**src/rtl/atm_disp_pkg.sv**
```systemverilog
// Shared constants for the ATM balance display.
// Segment patterns are active-low {g,f,e,d,c,b,a}.
package atm_disp_pkg;

    localparam logic [6:0] SEG_0     = 7'b1000000;
    localparam logic [6:0] SEG_1     = 7'b1111001;
    localparam logic [6:0] SEG_2     = 7'b0100100;
    localparam logic [6:0] SEG_3     = 7'b0110000;
    localparam logic [6:0] SEG_4     = 7'b0011001;
    localparam logic [6:0] SEG_5     = 7'b0010010;
    localparam logic [6:0] SEG_6     = 7'b0000010;
    localparam logic [6:0] SEG_7     = 7'b1111000;
    localparam logic [6:0] SEG_8     = 7'b0000000;
    localparam logic [6:0] SEG_9     = 7'b0010000;
    localparam logic [6:0] SEG_DASH  = 7'b0111111;
    localparam logic [6:0] SEG_LET_E = 7'b0000110;
    localparam logic [6:0] SEG_LET_R = 7'b0101111;
    localparam logic [6:0] SEG_BLANK = 7'b1111111;

    localparam logic [3:0] AN_OFF = 4'b1111;

    typedef enum logic [1:0] {
        GL_DIGIT = 2'd0,
        GL_E     = 2'd1,
        GL_R     = 2'd2,
        GL_DASH  = 2'd3
    } glyph_e;

    // Non-decimal nibbles fall through to the dash glyph.
    function automatic logic [6:0] seg_digit(input logic [3:0] n);
        logic [6:0] p;
        p = SEG_DASH;
        case (n)
            4'd0: p = SEG_0;
            4'd1: p = SEG_1;
            4'd2: p = SEG_2;
            4'd3: p = SEG_3;
            4'd4: p = SEG_4;
            4'd5: p = SEG_5;
            4'd6: p = SEG_6;
            4'd7: p = SEG_7;
            4'd8: p = SEG_8;
            4'd9: p = SEG_9;
            default: p = SEG_DASH;
        endcase
        return p;
    endfunction

endpackage

```
**src/rtl/seg7_encode.sv**
```systemverilog
// Combinational glyph encoder: nibble/letter/dash/blank
// to an active-low seven-segment pattern.
import atm_disp_pkg::*;

module seg7_encode (
    input  logic [3:0] nibble,
    input  logic       blank,
    input  glyph_e     sel,
    output logic [6:0] pat
);

    always_comb begin
        pat = SEG_BLANK;
        if (!blank) begin
            unique case (sel)
                GL_DIGIT: pat = seg_digit(nibble);
                GL_E:     pat = SEG_LET_E;
                GL_R:     pat = SEG_LET_R;
                GL_DASH:  pat = SEG_DASH;
                default:  pat = SEG_BLANK;
            endcase
        end
    end

endmodule

```
**src/rtl/seg7_scan_driver.sv**
```systemverilog
// 4-digit multiplexed seven-segment driver with per-frame
// snapshot, leading-zero blanking and anti-ghost blanking.
import atm_disp_pkg::*;

module seg7_scan_driver #(
    parameter int unsigned REFRESH_DIV = 100000,
    parameter int unsigned BLANK_CYC   = 16
) (
    input  logic        clk,
    input  logic        res,
    input  logic [11:0] bcd,
    input  logic        err,
    output logic [3:0]  an,
    output logic [6:0]  seg,
    output logic        dp
);

    localparam int unsigned CW = $clog2(REFRESH_DIV);

    logic [CW-1:0] cnt;
    logic [1:0]    idx;
    logic [11:0]   snap_bcd;
    logic          snap_err;
    logic          tick;

    logic [3:0]    hun;
    logic [3:0]    ten;
    logic [3:0]    one;
    logic [3:0]    nib;
    logic          blk;
    glyph_e        sel;
    logic [6:0]    pat;
    logic          guard;
    logic [3:0]    an_nxt;
    logic [6:0]    seg_nxt;

    assign tick = (cnt == CW'(REFRESH_DIV - 1));

    always_ff @(posedge clk) begin
        if (res) begin
            cnt      <= '0;
            idx      <= 2'd0;
            snap_bcd <= 12'h000;
            snap_err <= 1'b0;
        end else begin
            cnt <= tick ? '0 : cnt + CW'(1);
            if (tick) begin
                idx <= idx + 2'd1;
            end
            // Capture only at the frame boundary so a frame is never mixed.
            if (tick && idx == 2'd3) begin
                snap_bcd <= bcd;
                snap_err <= err;
            end
        end
    end

    assign hun = snap_bcd[11:8];
    assign ten = snap_bcd[7:4];
    assign one = snap_bcd[3:0];

    always_comb begin
        nib = one;
        blk = 1'b0;
        sel = GL_DIGIT;
        unique case (idx)
            2'd3: blk = 1'b1;
            2'd2: begin
                nib = hun;
                sel = snap_err ? GL_E : GL_DIGIT;
                blk = !snap_err && hun == 4'd0;
            end
            2'd1: begin
                nib = ten;
                sel = snap_err ? GL_R : GL_DIGIT;
                blk = !snap_err && hun == 4'd0 && ten == 4'd0;
            end
            default: begin
                nib = one;
                sel = snap_err ? GL_R : GL_DIGIT;
            end
        endcase
    end

    seg7_encode u_enc (
        .nibble (nib),
        .blank  (blk),
        .sel    (sel),
        .pat    (pat)
    );

    assign guard   = (cnt < CW'(BLANK_CYC));
    assign an_nxt  = guard ? AN_OFF : ~(4'b0001 << idx);
    assign seg_nxt = guard ? SEG_BLANK : pat;

    always_ff @(posedge clk) begin
        if (res) begin
            an  <= AN_OFF;
            seg <= SEG_BLANK;
            dp  <= 1'b1;
        end else begin
            an  <= an_nxt;
            seg <= seg_nxt;
            dp  <= 1'b1;
        end
    end

endmodule
```
**config.mk**
```make
export PLATFORM = sky130hd
export DESIGN_NAME = seg7_scan_driver
export DESIGN_NICKNAME = d
export VERILOG_FILES = /design/src/rtl/atm_disp_pkg.sv /design/src/rtl/seg7_encode.sv /design/src/rtl/seg7_scan_driver.sv
export SDC_FILE = /design/constraint.sdc
export NUM_CORES = 1
export LEC_CHECK = 0
export ABC_AREA = 1
export CORE_ASPECT_RATIO = 0.8
export CORE_MARGIN = 5
export CORE_UTILIZATION = 40
export DETAILED_ROUTE_END_ITERATION = 8
export SLEW_MARGIN = 20
export SYNTH_ARGS = -nofsm -noshare
export SYNTH_HDL_FRONTEND = slang
export SYNTH_SLANG_ARGS = --single-unit
```
**constraint.sdc**
```tcl
create_clock -name clk -period 2.4 [get_ports clk]
set_input_delay 0.48 -clock clk [delete_from_list [all_inputs] [get_ports clk]]
set_output_delay 0.48 -clock clk [all_outputs]
set_load 0.02 [all_outputs]
```
==> summary.txt <==
Detailed routing
  • Final wirelength: roughly 4.4 mm
  • Starting DRT DRC Count: 78
  • Drt wl/cell: 10.70 um
  • Vias: 1,930
  • Antenna Nets Post-Route: 0
  • Vias per inst: 4.651
  • Initial DRT Pass Iterations: 4
  • # DRC: 0

Clocking
  • Total CTS buffers: 5
  • Clock slew at reported path FFs: around 0.080 ns
  • PostCTS Resize Cnt: 0
  • Total clock sinks: 43
  • CTS Hold Bufs: 0
  • Worst-Skew Late Latency: 0.29 ns
  • H-Tree Depth: 2
  • Clock Path Buffers: 2
  • TritonCTS clock tree: built
  • Root Driver: clkbuf_8
  • Post-CTS setup buffer count: 0

STA
  • Final hold vios: 0
  • Final critical-path required period: 2.010 ns
  • Total negative slack: 0 ns
  • Final Setup Violations: 0
  • Highest Clock Rate: 0.4975 GHz
  • Final period utilization: 83.76%
  • Clock Skews: between 0.006 and 0.007 ns
  • RSZ-0062 raised after global routing: no
  • Pins Over Slew Limit: 0

Layout
  • ANT cells: 0
  • Share of post-route cells with drive strength above 1: 4.857%
  • Cell area after layout: between 0.002 and 0.003 sq mm
  • Final Util: 47.51%
  • Fill cells: 556
  • Nets: between 300 and 400
  • Register area: around 860 sq um
  • Area growth syn-to-layout: 17.43%
  • Multi-input logic area: 0.001074 sq mm

Logic synthesis
  • Mapped Area: between 0.002 and 0.0025 sq mm
  • Syn_nets: 345
  • Synth unique cells: 28
  • Mean area per synthesized cell: 6.774 sq um
  • Synth warn: 0
  • Post-synthesis sequential area ratio: around 40%
  • Flops & latches, synth: 43
  • Post-Syn Instances: approximately 320

Global route
  • Initial antenna violation count: 0
  • Total GRT Usage: around an eighth
  • Largest net degree at the start of global routing: 27
  • Vias in the first global route: 1,734
  • First-pass GRT wire length: 7.714 mm
  • Gr ovfl total: 0

Power
  • Clock share of power: 36.5%
  • Net Switching: 0.2593 mW
  • P_leak: between 1 and 1.5 nW
  • Cell Int Power: 0.9490 mW
  • Maximum vdd drop: 0.1954 mV
  • Sequential Power Share: 59.6%
  • Combinational Power Share: a little under 4%
  • Sw frac: 21.46%
  • Power Dens Cells: 473.2 mW/mm^2
  • Power consumption: approximately 1.2 mW

Floorplan
  • Die area: 0.007020 sq mm
  • DIE WIDTH: 92.44 um
  • Initial Utilization: around two fifths
  • Top-Level Pins: 27
  • Die Y: between 70 and 80 um
  • Core area: 0.005375 sq mm
  • Row count: 24

Min path
  • Hold WC Path Type: flip-flop to flip-flop

Run
  • Max-cap violation count: 0

Critical path
  • Crit Path Class: flip-flop to flip-flop
  • Arrival time of the worst setup path: 2.18 ns
  • CP max FO: 7
  • Worst Setup Start Kind: flip-flop
  • Critical path required time: 2.57 ns
  • Worst setup EP type: flip-flop

Placed design
  • Routability congestion estimate: 0.9008
  • Dpl cell area: 0.002472 sq mm
  • Buffers on Ports: 25
  • Detailed placement HPWL: approximately 3.4 mm

Run status
  • Status: complete, no violations
## area by class of cell
class                      instances  area share (%)
timing repair buffer              26           10.09
sequential                        43           33.71
multi-input combinational        220           42.04
clock buffer                       7           2.989
tap                               65           3.185
clock inverter                     1          0.1960
inverter                          53           7.790
## per-layer routing
layer	GRT usage, %	wire (um)
met1	18.59	2408
met4	4.006	48
met3	3.267	217
met2	19.91	1766
met5	0	0
## kinds of logic (layout without fill, tap and decap cells)
kind of cell | count (synthesis) | after routing | share of synthesized area (%)
fa+ha+maj | 9 | 9 | 5.178
compound gates | 38 | 38 | 9.033
buf+inv | 58 | 87 | 11.05
xor+xnor | 3 | 3 | 1.209
other cells | 1 | 1 | 0.1724
flops | 43 | 43 | 39.59
simple gates | 169 | 169 | 33.77
## stage by stage
step / instances / hold WS (ns) / setup WS [ns]
after floorplan: 321 / 0.4175 / 0.6098
after global placement: 407 / 0.4279 / 0.4868
after detailed placement: 407 / 0.4403 / 0.4120
after CTS: 415 / 0.4602 / 0.3873
after global routing: 415 / 0.4802 / 0.1780
final: 415 / 0.4610 / 0.3898
## cell usage after synthesis (all sizes together)
library cell,n,area [sq um]
a21boi,1,7.510
a21oi,13,68.82
and2,1,6.260
buf,4,37.53
clkbuf,1,3.750
conb,1,3.750
dfxtp,43,860.8
ha,9,112.6
inv,53,198.9
nand2,84,320.3
nand3,27,140.1
nand4,3,33.78
nor2,47,181.4
nor3,3,26.28
nor3b,1,7.510
o21ai,24,120.1
or2,3,18.77
xor2,3,26.28
## placed cells by master (no fill, tap or decap), types with 2 or more instances in the layout
cell,instances
nand2_1,82
inv_1,52
nor2_1,45
dfxtp_1,43
nand3_1,26
clkdlybuf4s50_1,25
o21ai_1,13
a21oi_1,12
o21ai_0,11
ha_1,9
clkbuf_8,5
xor2_1,3
nor2_2,2
nand2_2,2
nor3_1,2
nand4_1,2
or2_0,2
clkbuf_1,2
## worst paths after layout
path	startpoint	end	slack, ns	cells past startpoint
setup / recovery	idx[0]$_SDFFE_PP0N_	seg[3]$_SDFF_PP1_	0.39	11
hold / removal	cnt[0]$_SDFF_PP0_	cnt[0]$_SDFF_PP0_	0.46	1
setup reg to reg	idx[0]$_SDFFE_PP0N_	seg[3]$_SDFF_PP1_	0.39	11
hold reg to reg	cnt[0]$_SDFF_PP0_	cnt[0]$_SDFF_PP0_	0.46	1
## sequential cells by signal (all words and copies together), names as in the netlist
register  flops
snap_err      1
an            4
seg           7
snap_bcd     12
idx           2
cnt          17
## power groups by stage
stage          sequential (mW)  clock (mW)  combinational, mW
6_report                 0.720       0.441             0.0477
5_1_grt                  0.720       0.488             0.0534
4_1_cts                  0.720       0.459             0.0485
3_5_place_dp             0.737           0             0.0482
3_3_place_gp             0.736           0             0.0482
2_1_floorplan            0.736           0             0.0217
## worst max-delay path: stages (launching register included)
cell     delay, ns
dfxtp_1       0.37
inv_1         0.11
ha_1          0.40
inv_1         0.15
nand2_1       0.06
nand2_1       0.16
inv_1         0.11
ha_1          0.31
nand2_1       0.07
nand2_1       0.05
nand2_1       0.05
nand3_1       0.06
Note: power is estimated with default switching activity, not from simulation.
